## src/rtl/otter_mem_port_arbiter.sv

```systemverilog
// Arbiter sharing one single-ported OTTER memory between the fetch stage (read-only) and the
// MEM stage (read/write). One transaction is in flight at a time. DM normally wins, but only
// for a bounded run of grants while IF is waiting, so IF cannot starve.
module otter_mem_port_arbiter #(
  parameter int unsigned ADDR_W        = 32,
  parameter int unsigned DATA_W        = 32,
  parameter int unsigned MAX_DM_STREAK = 4
) (
  input  logic              CLK,
  input  logic              RESET_N,
  // fetch side
  input  logic              IF_REQ,
  input  logic [ADDR_W-1:0] IF_ADDR,
  output logic [DATA_W-1:0] IF_RDATA,
  output logic              IF_VALID,
  output logic              IF_STALL,
  // data side
  input  logic              DM_REQ,
  input  logic              DM_WE,
  input  logic [ADDR_W-1:0] DM_ADDR,
  input  logic [DATA_W-1:0] DM_WDATA,
  input  logic [1:0]        DM_SIZE,
  input  logic              DM_SIGN,
  output logic [DATA_W-1:0] DM_RDATA,
  output logic              DM_VALID,
  output logic              DM_STALL,
  // memory side
  output logic              MEM_REQ,
  output logic              MEM_WE,
  output logic [ADDR_W-1:0] MEM_ADDR,
  output logic [DATA_W-1:0] MEM_WDATA,
  output logic [1:0]        MEM_SIZE,
  output logic              MEM_SIGN,
  input  logic              MEM_ACK,
  input  logic [DATA_W-1:0] MEM_RDATA,
  output logic              ERR_ACK
);

  localparam int unsigned StreakW = $clog2(MAX_DM_STREAK + 1);

  typedef enum logic [1:0] {StIdle, StBusyIf, StBusyDm} state_e;

  state_e              state_q, state_d;
  logic [StreakW-1:0]  streak_q, streak_d;
  logic                mem_req_q, mem_req_d;
  logic                mem_we_q, mem_we_d;
  logic [ADDR_W-1:0]   mem_addr_q, mem_addr_d;
  logic [DATA_W-1:0]   mem_wdata_q, mem_wdata_d;
  logic [1:0]          mem_size_q, mem_size_d;
  logic                mem_sign_q, mem_sign_d;
  logic                err_ack_q, err_ack_d;

  logic                streak_sat;
  logic                dm_win;
  logic                if_win;

  assign streak_sat = (streak_q == StreakW'(MAX_DM_STREAK));

  // Grant decision: DM (older instruction) first unless IF has waited out a full streak.
  always_comb begin
    dm_win = DM_REQ & ~(IF_REQ & streak_sat);
    if_win = IF_REQ & ~dm_win;
  end

  // Next-state logic: grant in idle, hold the latched request until the memory acks.
  always_comb begin
    state_d     = state_q;
    streak_d    = streak_q;
    mem_req_d   = mem_req_q;
    mem_we_d    = mem_we_q;
    mem_addr_d  = mem_addr_q;
    mem_wdata_d = mem_wdata_q;
    mem_size_d  = mem_size_q;
    mem_sign_d  = mem_sign_q;
    err_ack_d   = err_ack_q;

    unique case (state_q)
      StIdle: begin
        // An ack with nothing outstanding (e.g. left over from before a reset) is an error.
        if (MEM_ACK) begin
          err_ack_d = 1'b1;
        end
        if (dm_win) begin
          state_d     = StBusyDm;
          mem_req_d   = 1'b1;
          mem_we_d    = DM_WE;
          mem_addr_d  = DM_ADDR;
          mem_wdata_d = DM_WDATA;
          mem_size_d  = DM_SIZE;
          mem_sign_d  = DM_SIGN;
          if (IF_REQ && !streak_sat) begin
            streak_d = streak_q + StreakW'(1);
          end
        end else if (if_win) begin
          state_d     = StBusyIf;
          mem_req_d   = 1'b1;
          mem_we_d    = 1'b0;
          mem_addr_d  = IF_ADDR;
          mem_wdata_d = '0;
          mem_size_d  = 2'b10;
          mem_sign_d  = 1'b0;
          streak_d    = '0;
        end else begin
          mem_req_d = 1'b0;
        end
      end
      StBusyIf, StBusyDm: begin
        if (MEM_ACK) begin
          state_d   = StIdle;
          mem_req_d = 1'b0;
        end
      end
      default: begin
        state_d   = StIdle;
        mem_req_d = 1'b0;
      end
    endcase
  end

  // State and registered memory-side request fields.
  always_ff @(posedge CLK or negedge RESET_N) begin
    if (!RESET_N) begin
      state_q     <= StIdle;
      streak_q    <= '0;
      mem_req_q   <= 1'b0;
      mem_we_q    <= 1'b0;
      mem_addr_q  <= '0;
      mem_wdata_q <= '0;
      mem_size_q  <= 2'b00;
      mem_sign_q  <= 1'b0;
      err_ack_q   <= 1'b0;
    end else begin
      state_q     <= state_d;
      streak_q    <= streak_d;
      mem_req_q   <= mem_req_d;
      mem_we_q    <= mem_we_d;
      mem_addr_q  <= mem_addr_d;
      mem_wdata_q <= mem_wdata_d;
      mem_size_q  <= mem_size_d;
      mem_sign_q  <= mem_sign_d;
      err_ack_q   <= err_ack_d;
    end
  end

  // Completion is returned combinationally in the ack cycle; stores return zero data.
  always_comb begin
    IF_VALID  = (state_q == StBusyIf) & MEM_ACK;
    DM_VALID  = (state_q == StBusyDm) & MEM_ACK;
    IF_RDATA  = IF_VALID ? MEM_RDATA : '0;
    DM_RDATA  = (DM_VALID & ~mem_we_q) ? MEM_RDATA : '0;
    IF_STALL  = IF_REQ & ~IF_VALID;
    DM_STALL  = DM_REQ & ~DM_VALID;
    MEM_REQ   = mem_req_q;
    MEM_WE    = mem_we_q;
    MEM_ADDR  = mem_addr_q;
    MEM_WDATA = mem_wdata_q;
    MEM_SIZE  = mem_size_q;
    MEM_SIGN  = mem_sign_q;
    ERR_ACK   = err_ack_q;
  end

endmodule
```

## config.mk

```make
export PLATFORM = sky130hd
export DESIGN_NAME = otter_mem_port_arbiter
export DESIGN_NICKNAME = d
export VERILOG_FILES = /design/src/rtl/otter_mem_port_arbiter.sv
export SDC_FILE = /design/constraint.sdc
export NUM_CORES = 1
export LEC_CHECK = 0
export ABC_AREA = 1
export CORE_MARGIN = 3
export CORE_UTILIZATION = 36
export DETAILED_ROUTE_END_ITERATION = 6
export PLACE_DENSITY = 0.83
export SLEW_MARGIN = 20
export SYNTH_ARGS = -nofsm -noshare
export SYNTH_HDL_FRONTEND = slang
export SYNTH_SLANG_ARGS = --single-unit
```

## constraint.sdc

```tcl
create_clock -name CLK -period 2 [get_ports CLK]
set_clock_uncertainty 0.15 [all_clocks]
set_input_delay 0.2 -clock CLK [delete_from_list [all_inputs] [get_ports CLK]]
set_output_delay 0.2 -clock CLK [all_outputs]
set_load 0.03 [all_outputs]
```

==> metrics.log, run 1 <==
INFO  metric run_status = finished, violations left
INFO  metric violations = setup timing
INFO  metric routed_wire_length_per_instance = between 10 and 15 µm
INFO  metric final_layout_size_suffix_gt1_share = 13.8%
INFO  metric crit_path_max_fanout = 12
INFO  metric tritoncts = built
INFO  metric post_synth_inst_count = between 500 and 600
INFO  metric final.period_utilization = 102%
INFO  metric fin_area = around 7200 µm²
INFO  metric clock.fmax = slightly below 0.5 GHz
INFO  metric grt_most_used_layer = met2
INFO  metric total_number_of_vias = roughly 4,500
INFO  metric yosys.cell_types.count = 21
INFO  metric seq_area_frac_synth = 46.3%
INFO  metric irDropWorstVdd = 0.649 mV
INFO  metric insertion_delay = 0.31 ns
INFO  metric drt-pass1-iter-count = 5
INFO  metric min_path_type = input port to async pin
INFO  metric r2r_start = state_q[0]$_DFFE_PN0P_
INFO  metric critical_path.top_delay_family = simple AND/OR/NAND/NOR gates
INFO  metric synth_async_reset_ratio = between 90% and 100%
INFO  metric route.antenna.remaining_nets = 0
INFO  metric timing_worst_setup_path_type = flip-flop to output pin
INFO  metric proportion_of_netlist_area_held_by_the_largest_area_contributor = between 40% and 50%
INFO  metric fin_nets = around 1,000
INFO  metric global_route.usage.met1 = 24.1%
INFO  metric grt_pass1_vias = around 4,300
INFO  metric synthesis.area = approximately 4000 µm²
INFO  metric synthToLayoutAreaGrowth = 78.4%
INFO  metric drt_first_iter_violations = around 250
INFO  metric slowest_stage = dfrtp_1
INFO  metric startpoint = state_q[0]$_DFFE_PN0P_
INFO  metric layout_commonest_cell = clkdlybuf4s50_1
INFO  metric routed_wirelength = between 10,000 and 15,000 µm
INFO  metric die_height = 112 µm
INFO  metric ys_warn_count = 0
INFO  metric num-fill-cells = 954
INFO  metric insertedDiodeCount = 0
INFO  metric timing.final.setup_violations = 7
INFO  metric gr_met2_demand_resource = around two fifths
INFO  metric dpl_cell_area = ~6800 µm²
INFO  metric report.final.hold_viol_count = 0
INFO  metric max_stage_delay = about 0.40 ns
INFO  metric final.min_clock_period = 2.03 ns
INFO  metric layout.cells.most_common_list = 205 x clkdlybuf4s50_1, 182 x nand2_1, 104 x inv_1
INFO  metric grt_util_met3 = 6.42%
INFO  metric worst-slew-pin-transition = 0.464 ns
INFO  metric synth_enable_flop_cells = 0
INFO  metric mappedNetlistNets = approximately 730
INFO  metric cts_buffers = 9
INFO  metric grt_max_degree = 44
INFO  metric crit_chain = inv_2 > ha_1 > nand2_1 > or2_4 > buf_6 > nor2_1 > buf_4
INFO  metric fp-row-count = 38
INFO  metric postSynthAreaPerCell = about 6.9 µm²
INFO  metric overflow = 0
INFO  metric port_buffers = 274
INFO  metric final.setup.worst_slack = -0.0328 ns
INFO  metric post_place_worst_slack = ~0.15 ns
INFO  metric reg2reg_setup_slack = 0.30 ns
INFO  metric maxSlewViolCount = 0
INFO  metric design.portCount = 275
INFO  metric critPathCaptureType = output pin
INFO  metric post_layout_nonfiller_instances = ~1,000
INFO  metric powerDensity = about 1400 nW/µm²
INFO  metric netlist_top_cells_area = dfrtp_1 46%, nand2_1 17%, nand3_1 12%
INFO  metric cts_htree_levels = 3
INFO  metric synthFlopType = dfrtp_1
INFO  metric required = ~1.7 ns
INFO  metric max_cap_viol_count = 0
INFO  metric avgViaCountPerCell = 4.51
INFO  metric cts_sinks = between 70 and 80
INFO  metric cellLeakagePower = between 3 and 4 nW
INFO  metric arrival = approximately 1.7 ns
INFO  metric cts_root_buf = clkbuf_16
INFO  metric die_w = between 100 and 150 µm
INFO  metric routabilityCongestion = roughly 0.84
INFO  metric clk_path_buf_depth = 2
INFO  metric grt_pass1_wl = approximately 22,000 µm
INFO  metric worstPathBufferInverterCount = 3
INFO  metric timing.max_slew.rel_slack = a little under 70%
INFO  metric groute.usage.overall = 21.1%
INFO  metric dp_cells = roughly 980
INFO  metric dominant_cell_type_by_area_after_synthesis = dfrtp_1
INFO  metric clock_slew_at_the_register_clock_pins_of_the_worst_setup_and_hold_paths = ~0.060 ns
INFO  metric post-route-drc-count = 0
INFO  metric cp-start-kind = flip-flop
INFO  metric place_hpwl = 10,400 µm
INFO  metric grt_setup_unrepaired = true
INFO  metric yosys_register_bits = between 70 and 80
INFO  metric core = between 10,000 and 15,000 µm²
INFO  metric initial_utilization = 37.1%
INFO  metric die_area = between 10,000 and 15,000 µm²
INFO  metric grt_antenna_before_repair = 0
==> power breakdown <==
group | total, mW | switching [mW] | internal, mW
sequential | 2.67 | 0.413 | 2.26
combinational | 6.02 | 3.66 | 2.36
clock | 1.76 | 0.628 | 1.13
total | 10.4 | 4.70 | 5.75
==> worst register-to-register path: stages, from the launching register on <==
cell     delay [ns]
dfrtp_1        0.40
inv_2          0.07
buf_4          0.10
ha_1           0.26
nand2_4        0.10
inv_2          0.09
buf_4          0.28
nand3_1        0.13
nand2_1        0.07
==> metrics by stage <==
step	utilization, %	setup TNS [ns]	hold slack, ns	power [mW]
4_1_cts	65.4	-0.0765	0.232	10.5
5_1_grt	66.1	-2.74	0.275	11.1
3_5_place_dp	62.0	0	0.0342	8.64
3_3_place_gp	62.0	0	0.0261	8.57
2_1_floorplan	-	0	-0.246	6.11
6_report	66.1	-0.0702	0.233	10.4
==> cells in the mapped netlist (2+ instances only) <==
| cell | number |
|---|---|
| nand3_1 | 101 |
| nand2_2 | 2 |
| inv_2 | 3 |
| buf_1 | 2 |
| dfrtp_1 | 75 |
| inv_1 | 105 |
| buf_2 | 19 |
| buf_6 | 3 |
| nand2_1 | 183 |
| ha_1 | 5 |
| nor2_1 | 68 |
| o21ai_0 | 3 |
| clkbuf_1 | 9 |
==> repair_timing <==
| item | CTS | global route |
|---|---|---|
| endpoints found under the hold margin | 32 | 0 |
| endpoints found under the setup margin | 33 | 55 |
| resized for setup | 9 | 22 |
| cloned | 1 | 0 |
| buffers inserted | 0 | 1 |
| hold buffers | 1 | 0 |
==> state kept, by name, indices dropped and copies added, names as in the netlist <==
signal and cells:
MEM_ADDR 32, MEM_WDATA 32, streak_q 3, MEM_SIZE 2
state_q 2, ERR_ACK 1, MEM_REQ 1, MEM_SIGN 1
MEM_WE 1
==> cell type report <==
class / count / area (µm²) / area share, %
multi-input combinational: 369 / 1630 / 22.5
clock inverter: 5 / 85.1 / 1.18
inverter: 108 / 405 / 5.61
timing repair buffer: 292 / 2820 / 39.0
tap: 140 / 175 / 2.42
clock buffer: 11 / 243 / 3.36
sequential: 75 / 1880 / 26.0
==> metal layers <==
| layer | vias up | part of all wire, % |
|---|---|---|
| li1 | 2285 | - |
| met1 | 2031 | 39 |
| met2 | 178 | 51 |
| met3 | 18 | 7.9 |
| met4 | 0 | 2.1 |
| met5 | - | 0 |
==> path summary, 6_finish.rpt <==
kind	to	cells past startpoint
worst max-delay path	DM_RDATA[12]	7
worst min-delay path	MEM_ADDR[8]$_DFFE_PN0P_	2
worst max register to register	MEM_ADDR[11]$_DFFE_PN0P_	8
worst min register to register	ERR_ACK$_DFFE_PN0P_	1
max in group asynchronous	MEM_ADDR[21]$_DFFE_PN0P_	3
min in group CLK	MEM_WDATA[1]$_DFFE_PN0P_	3
==> cells by family after synthesis <==
| group | share of synthesized area, % |
|---|---|
| AOI/OAI and AO/OA | 0.834 |
| and+or+nand+nor | 36.7 |
| xor gates and xnor gates | 0.216 |
| buffers and inverters | 14.4 |
| DFF | 46.3 |
| adders and majority gates | 1.54 |
No activity file was read; power rests on OpenSTA's default activity.
==> run 2: changes to the inputs <==
--- a/config.mk
+++ b/config.mk
@@ -5,7 +5,6 @@
 export SDC_FILE = /design/constraint.sdc
 export NUM_CORES = 1
 export LEC_CHECK = 0
-export ABC_AREA = 1
 export CORE_MARGIN = 3
 export CORE_UTILIZATION = 36
 export DETAILED_ROUTE_END_ITERATION = 6
==> run 2 against run 1 <==
Effect of this change:
- the run still ends with setup timing left
- combinational power increased by 11%
- clock power decreased by 36%
- routed wire length increased by 18%
- critical path depth unchanged
- sequential power about the same
- critical endpoint is now DM_RDATA[13]
==> metrics.log, run 2 <==
INFO  metric synthMostInstantiatedCell = nand2_1
INFO  metric ys_warn_count = 0 (unchanged)
INFO  metric crit_path_max_fanout = 8 (-4)
INFO  metric drt-pass1-iter-count = 4 (-1)
INFO  metric report.final.hold_viol_count = 0 (unchanged)
INFO  metric cp-start-kind = flip-flop
INFO  metric grt_antenna_before_repair = 0 (unchanged)
INFO  metric synthFlopType = dfrtp_1
INFO  metric min_path_type = input port to async pin
INFO  metric slowest_stage = dfrtp_1
INFO  metric layout.cells.most_common_list = 205 x clkdlybuf4s50_1, 138 x nand2_1, 74 x dfrtp_1
INFO  metric powerDensity = 1400 nW/µm² (-2.9%)
INFO  metric post-route-drc-count = 0 (unchanged)
INFO  metric timing.hold.ws = 0.200 ns (-0.0335 ns)
INFO  metric yosys_register_bits = 75 (unchanged)
INFO  metric post_place_worst_slack = 0.0856 ns (-0.0671 ns)
INFO  metric synthToLayoutAreaGrowth = 85.3%
INFO  metric post_synth_xor_area_fraction = 0% (-0.22 points)
INFO  metric clock.fmax = 0.490 GHz (-0.44%)
INFO  metric arrival = 1.69 ns (about the same)
INFO  metric required = 1.65 ns (about the same)
INFO  metric synth_adder_area_share = 1.55% (+0.0048 points)
INFO  metric proportion_of_netlist_area_held_by_the_largest_area_contributor = 46.5% (+0.14 points)
INFO  metric tritoncts = built
INFO  metric timing_worst_setup_path_type = flip-flop to output pin
INFO  metric route.antenna.remaining_nets = 0 (unchanged)
INFO  metric mappedNetlistNets = 598 (-18%)
INFO  metric final_layout_size_suffix_gt1_share = 26.0% (+12 points)
INFO  metric post_synth_inst_count = 456 (-22%)
INFO  metric worst-slew-pin-transition = 0.533 ns (+0.0686 ns)
INFO  metric synth.top_cells.by_count = 139 x nand2_1, 75 x dfrtp_1, 37 x o21ai_1, 35 x and2_1, 33 x nand4_1
INFO  metric run_status = finished, violations left
INFO  metric grt_max_degree = 39 (-11%)
INFO  metric routed_wirelength = 16,200 µm (+18%)
INFO  metric reg2regPathDepth = 7 (-1)
INFO  metric post_layout_nonfiller_instances = 876 (-12%)
INFO  metric die_area = 12,500 µm² (-0.29%)
INFO  metric routabilityCongestion = 0.833 (-0.70%)
INFO  metric synth_enable_flop_cells = 0 (unchanged)
INFO  metric die_height = 112 µm (-0.15%)
INFO  metric reg2reg_setup_slack = 0.20 ns (-0.10 ns)
INFO  metric synth-compound-area-share = 16.0% (+15 points)
INFO  metric cts_sinks = 75 (unchanged)
INFO  metric timing.max_slew.rel_slack = 64.5% (-4.6 points)
INFO  metric postSynthAreaPerCell = 8.86 µm² (+28%)
INFO  metric port_buffers = 274 (unchanged)
INFO  metric synth_top_family_by_area = simple AND/OR/NAND/NOR gates
INFO  metric netlist_top_cells_area = dfrtp_1 46%, nand2_1 13%, o211ai_2 9.0%
INFO  metric final.setup.worst_slack = -0.0417 ns (-0.00889 ns)
INFO  metric routed_wire_length_per_instance = 18.5 µm (+35%)
INFO  metric timing.final.setup_violations = 36 (+29)
INFO  metric total_number_of_vias = 4,509 (-0.066%)
INFO  metric design.portCount = 275 (unchanged)
INFO  metric cellLeakagePower = 3.40 nW (-13%)
INFO  metric cp_common_cell = buf_6
INFO  metric max_cap_viol_count = 0 (unchanged)
INFO  metric overflow = 0 (unchanged)
INFO  metric grt_pass1_vias = 4,797 (+13%)
INFO  metric cts_root_buf = clkbuf_8
INFO  metric clock_slew_at_the_register_clock_pins_of_the_worst_setup_and_hold_paths = 0.09 ns (+0.03 ns)
INFO  metric max_stage_delay = 0.40 ns (about the same)
INFO  metric die_w = 112 µm (-0.15%)
INFO  metric layout_commonest_cell = clkdlybuf4s50_1
INFO  metric r2r_start = state_q[0]$_DFFE_PN0P_
INFO  metric fin_setup_tns = -0.572 ns (-0.502 ns)
INFO  metric irDropWorstVdd = 0.809 mV (+25%)
INFO  metric fp-row-count = 38 (unchanged)
INFO  metric grt_pass1_wl = 25,200 µm (+17%)
INFO  metric final.period_utilization = 102% (+0.44 points)
INFO  metric synth_async_reset_ratio = 100% (unchanged)
INFO  metric timing.rr.end = MEM_ADDR[6]$_DFFE_PN0P_
INFO  metric dominant_cell_type_by_area_after_synthesis = dfrtp_1
INFO  metric groute.usage.overall = 25.0% (+3.9 points)
INFO  metric clk_path_buf_depth = 2 (unchanged)
INFO  metric seq_area_frac_synth = 46.5% (+0.14 points)
INFO  metric num-fill-cells = 812 (-15%)
INFO  metric post_synth_and_or_nand_nor_area_fraction = 29.9% (-6.8 points)
INFO  metric cts_htree_levels = 3 (unchanged)
INFO  metric avgViaCountPerCell = 5.15 (+14%)
INFO  metric core_utilization_of_the_finished_layout = 68.8% (+2.6 points)
INFO  metric violations = setup timing
INFO  metric insertedDiodeCount = 0 (unchanged)
INFO  metric grt_setup_unrepaired = true
INFO  metric critical_path.top_delay_family = simple AND/OR/NAND/NOR gates
INFO  metric drt_first_iter_violations = 252 (+0.40%)
INFO  metric initial_utilization = 37.1% (+0.047 points)
INFO  metric core = 10,900 µm² (-0.44%)
INFO  metric dp_cells = 852 (-13%)
INFO  metric insertion_delay = 0.36 ns (+0.05 ns)
INFO  metric cts_buffers = 9 (unchanged)
INFO  metric maxSlewViolCount = 0 (unchanged)
INFO  metric critPathCaptureType = output pin
INFO  metric synthesis.area = 4040 µm² (-0.31%)
INFO  metric final.min_clock_period = 2.04 ns (+0.00889 ns)
INFO  metric yosys.cell_types.count = 26 (+24%)
INFO  metric fin_nets = 873 (-12%)
INFO  metric worstPathBufferInverterCount = 3 (unchanged)
INFO  metric crit_chain = inv_2 > ha_4 > nand2_4 > nor2_4 > buf_6 > and2_4 > buf_6
INFO  metric place_hpwl = 11,600 µm (+12%)
INFO  metric synth.area.mux_share = 0% (unchanged)
run 2: cell types whose count changed after synthesis, moves of 4 or more:
| cell | change |
|---|---|
| clkbuf_1 | +10 |
| nand4_1 | +33 |
| buf_4 | +4 |
| o211ai_2 | +29 |
| nand2_1 | -44 |
| nand3_1 | -100 |
| buf_2 | -7 |
| and3_1 | +32 |
| o21ai_1 | +36 |
| and2_1 | +35 |
| nor2_1 | -63 |
| inv_1 | -99 |
run 2: cell families after synthesis:
kind of cell	Yosys count
buffers and inverters	48
AOI/OAI and AO/OA	79
and+or+nand+nor	249
DFF	75
adders and majority gates	5
run 2: worst max path at each step:
stage	from	endpoint	slack (ns)	depth (start not counted)
floorplan	state_q[1]$_DFFE_PN0P_	IF_STALL	0.30	4
global placement	IF_REQ	state_q[0]$_DFFE_PN0P_	0.12	6
detailed placement	IF_REQ	state_q[0]$_DFFE_PN0P_	0.09	6
CTS	state_q[0]$_DFFE_PN0P_	DM_RDATA[20]	-0.12	8
global route	state_q[0]$_DFFE_PN0P_	DM_RDATA[16]	-0.11	7
finish	state_q[0]$_DFFE_PN0P_	DM_RDATA[13]	-0.04	7
run 2: power by group:
part | switching [mW] | leakage [nW] | internal [mW]
Combinational | 3.85 | 2.38 | 2.84
Sequential | 0.454 | 0.941 | 2.24
Clock | 0.653 | 0.0804 | 0.467
run 2: metrics by stage:
stage / area (µm²) / power (mW)
global route: 7490 / 11.1
global placement: 6870 / 8.88
finish: 7490 / 10.5
CTS: 7380 / 10.5
floorplan: 4040 / 6.29
detailed placement: 6870 / 9.05
run 2: cell type report:
cell class	count	area, µm²	share of cell area (%)
clock inverters	7	58.8	0.785
multi-input cells	333	2060	27.5
inverters	6	22.5	0.301
flip-flops and latches	75	1880	25.1
repair buffers	306	3170	42.3
well taps	140	175	2.34
clock buffers	9	124	1.65
run 2: layer usage:
layer	GRT usage (%)	share of wire (%)	vias up
met2	48.3	55	200
met5	0	0	-
li1	-	-	2107
met1	27.0	36	2178
met4	6.89	1.9	0
met3	6.03	7.2	24
run 2: worst register-to-register path, delay by kind of cell, from the launching register on:
kind | cells | cell delay (ns)
AO/OA/AOI/OAI | 2 | 0.41
flip-flops | 1 | 0.40
buffers and inverters | 3 | 0.40
adder cells (fa/ha/maj) | 1 | 0.28
AND/OR/NAND/NOR | 1 | 0.09
run 2: timing repair:
| action | in CTS | in global routing |
|---|---|---|
| hold buffers | 1 | 0 |
| cloned | 4 | 0 |
| gates resized for setup | 67 | 37 |
| pin swaps | 23 | 10 |
| setup endpoints to repair | 35 | 50 |
| hold endpoints to repair | 37 | 0 |
| setup buffers | 3 | 1 |
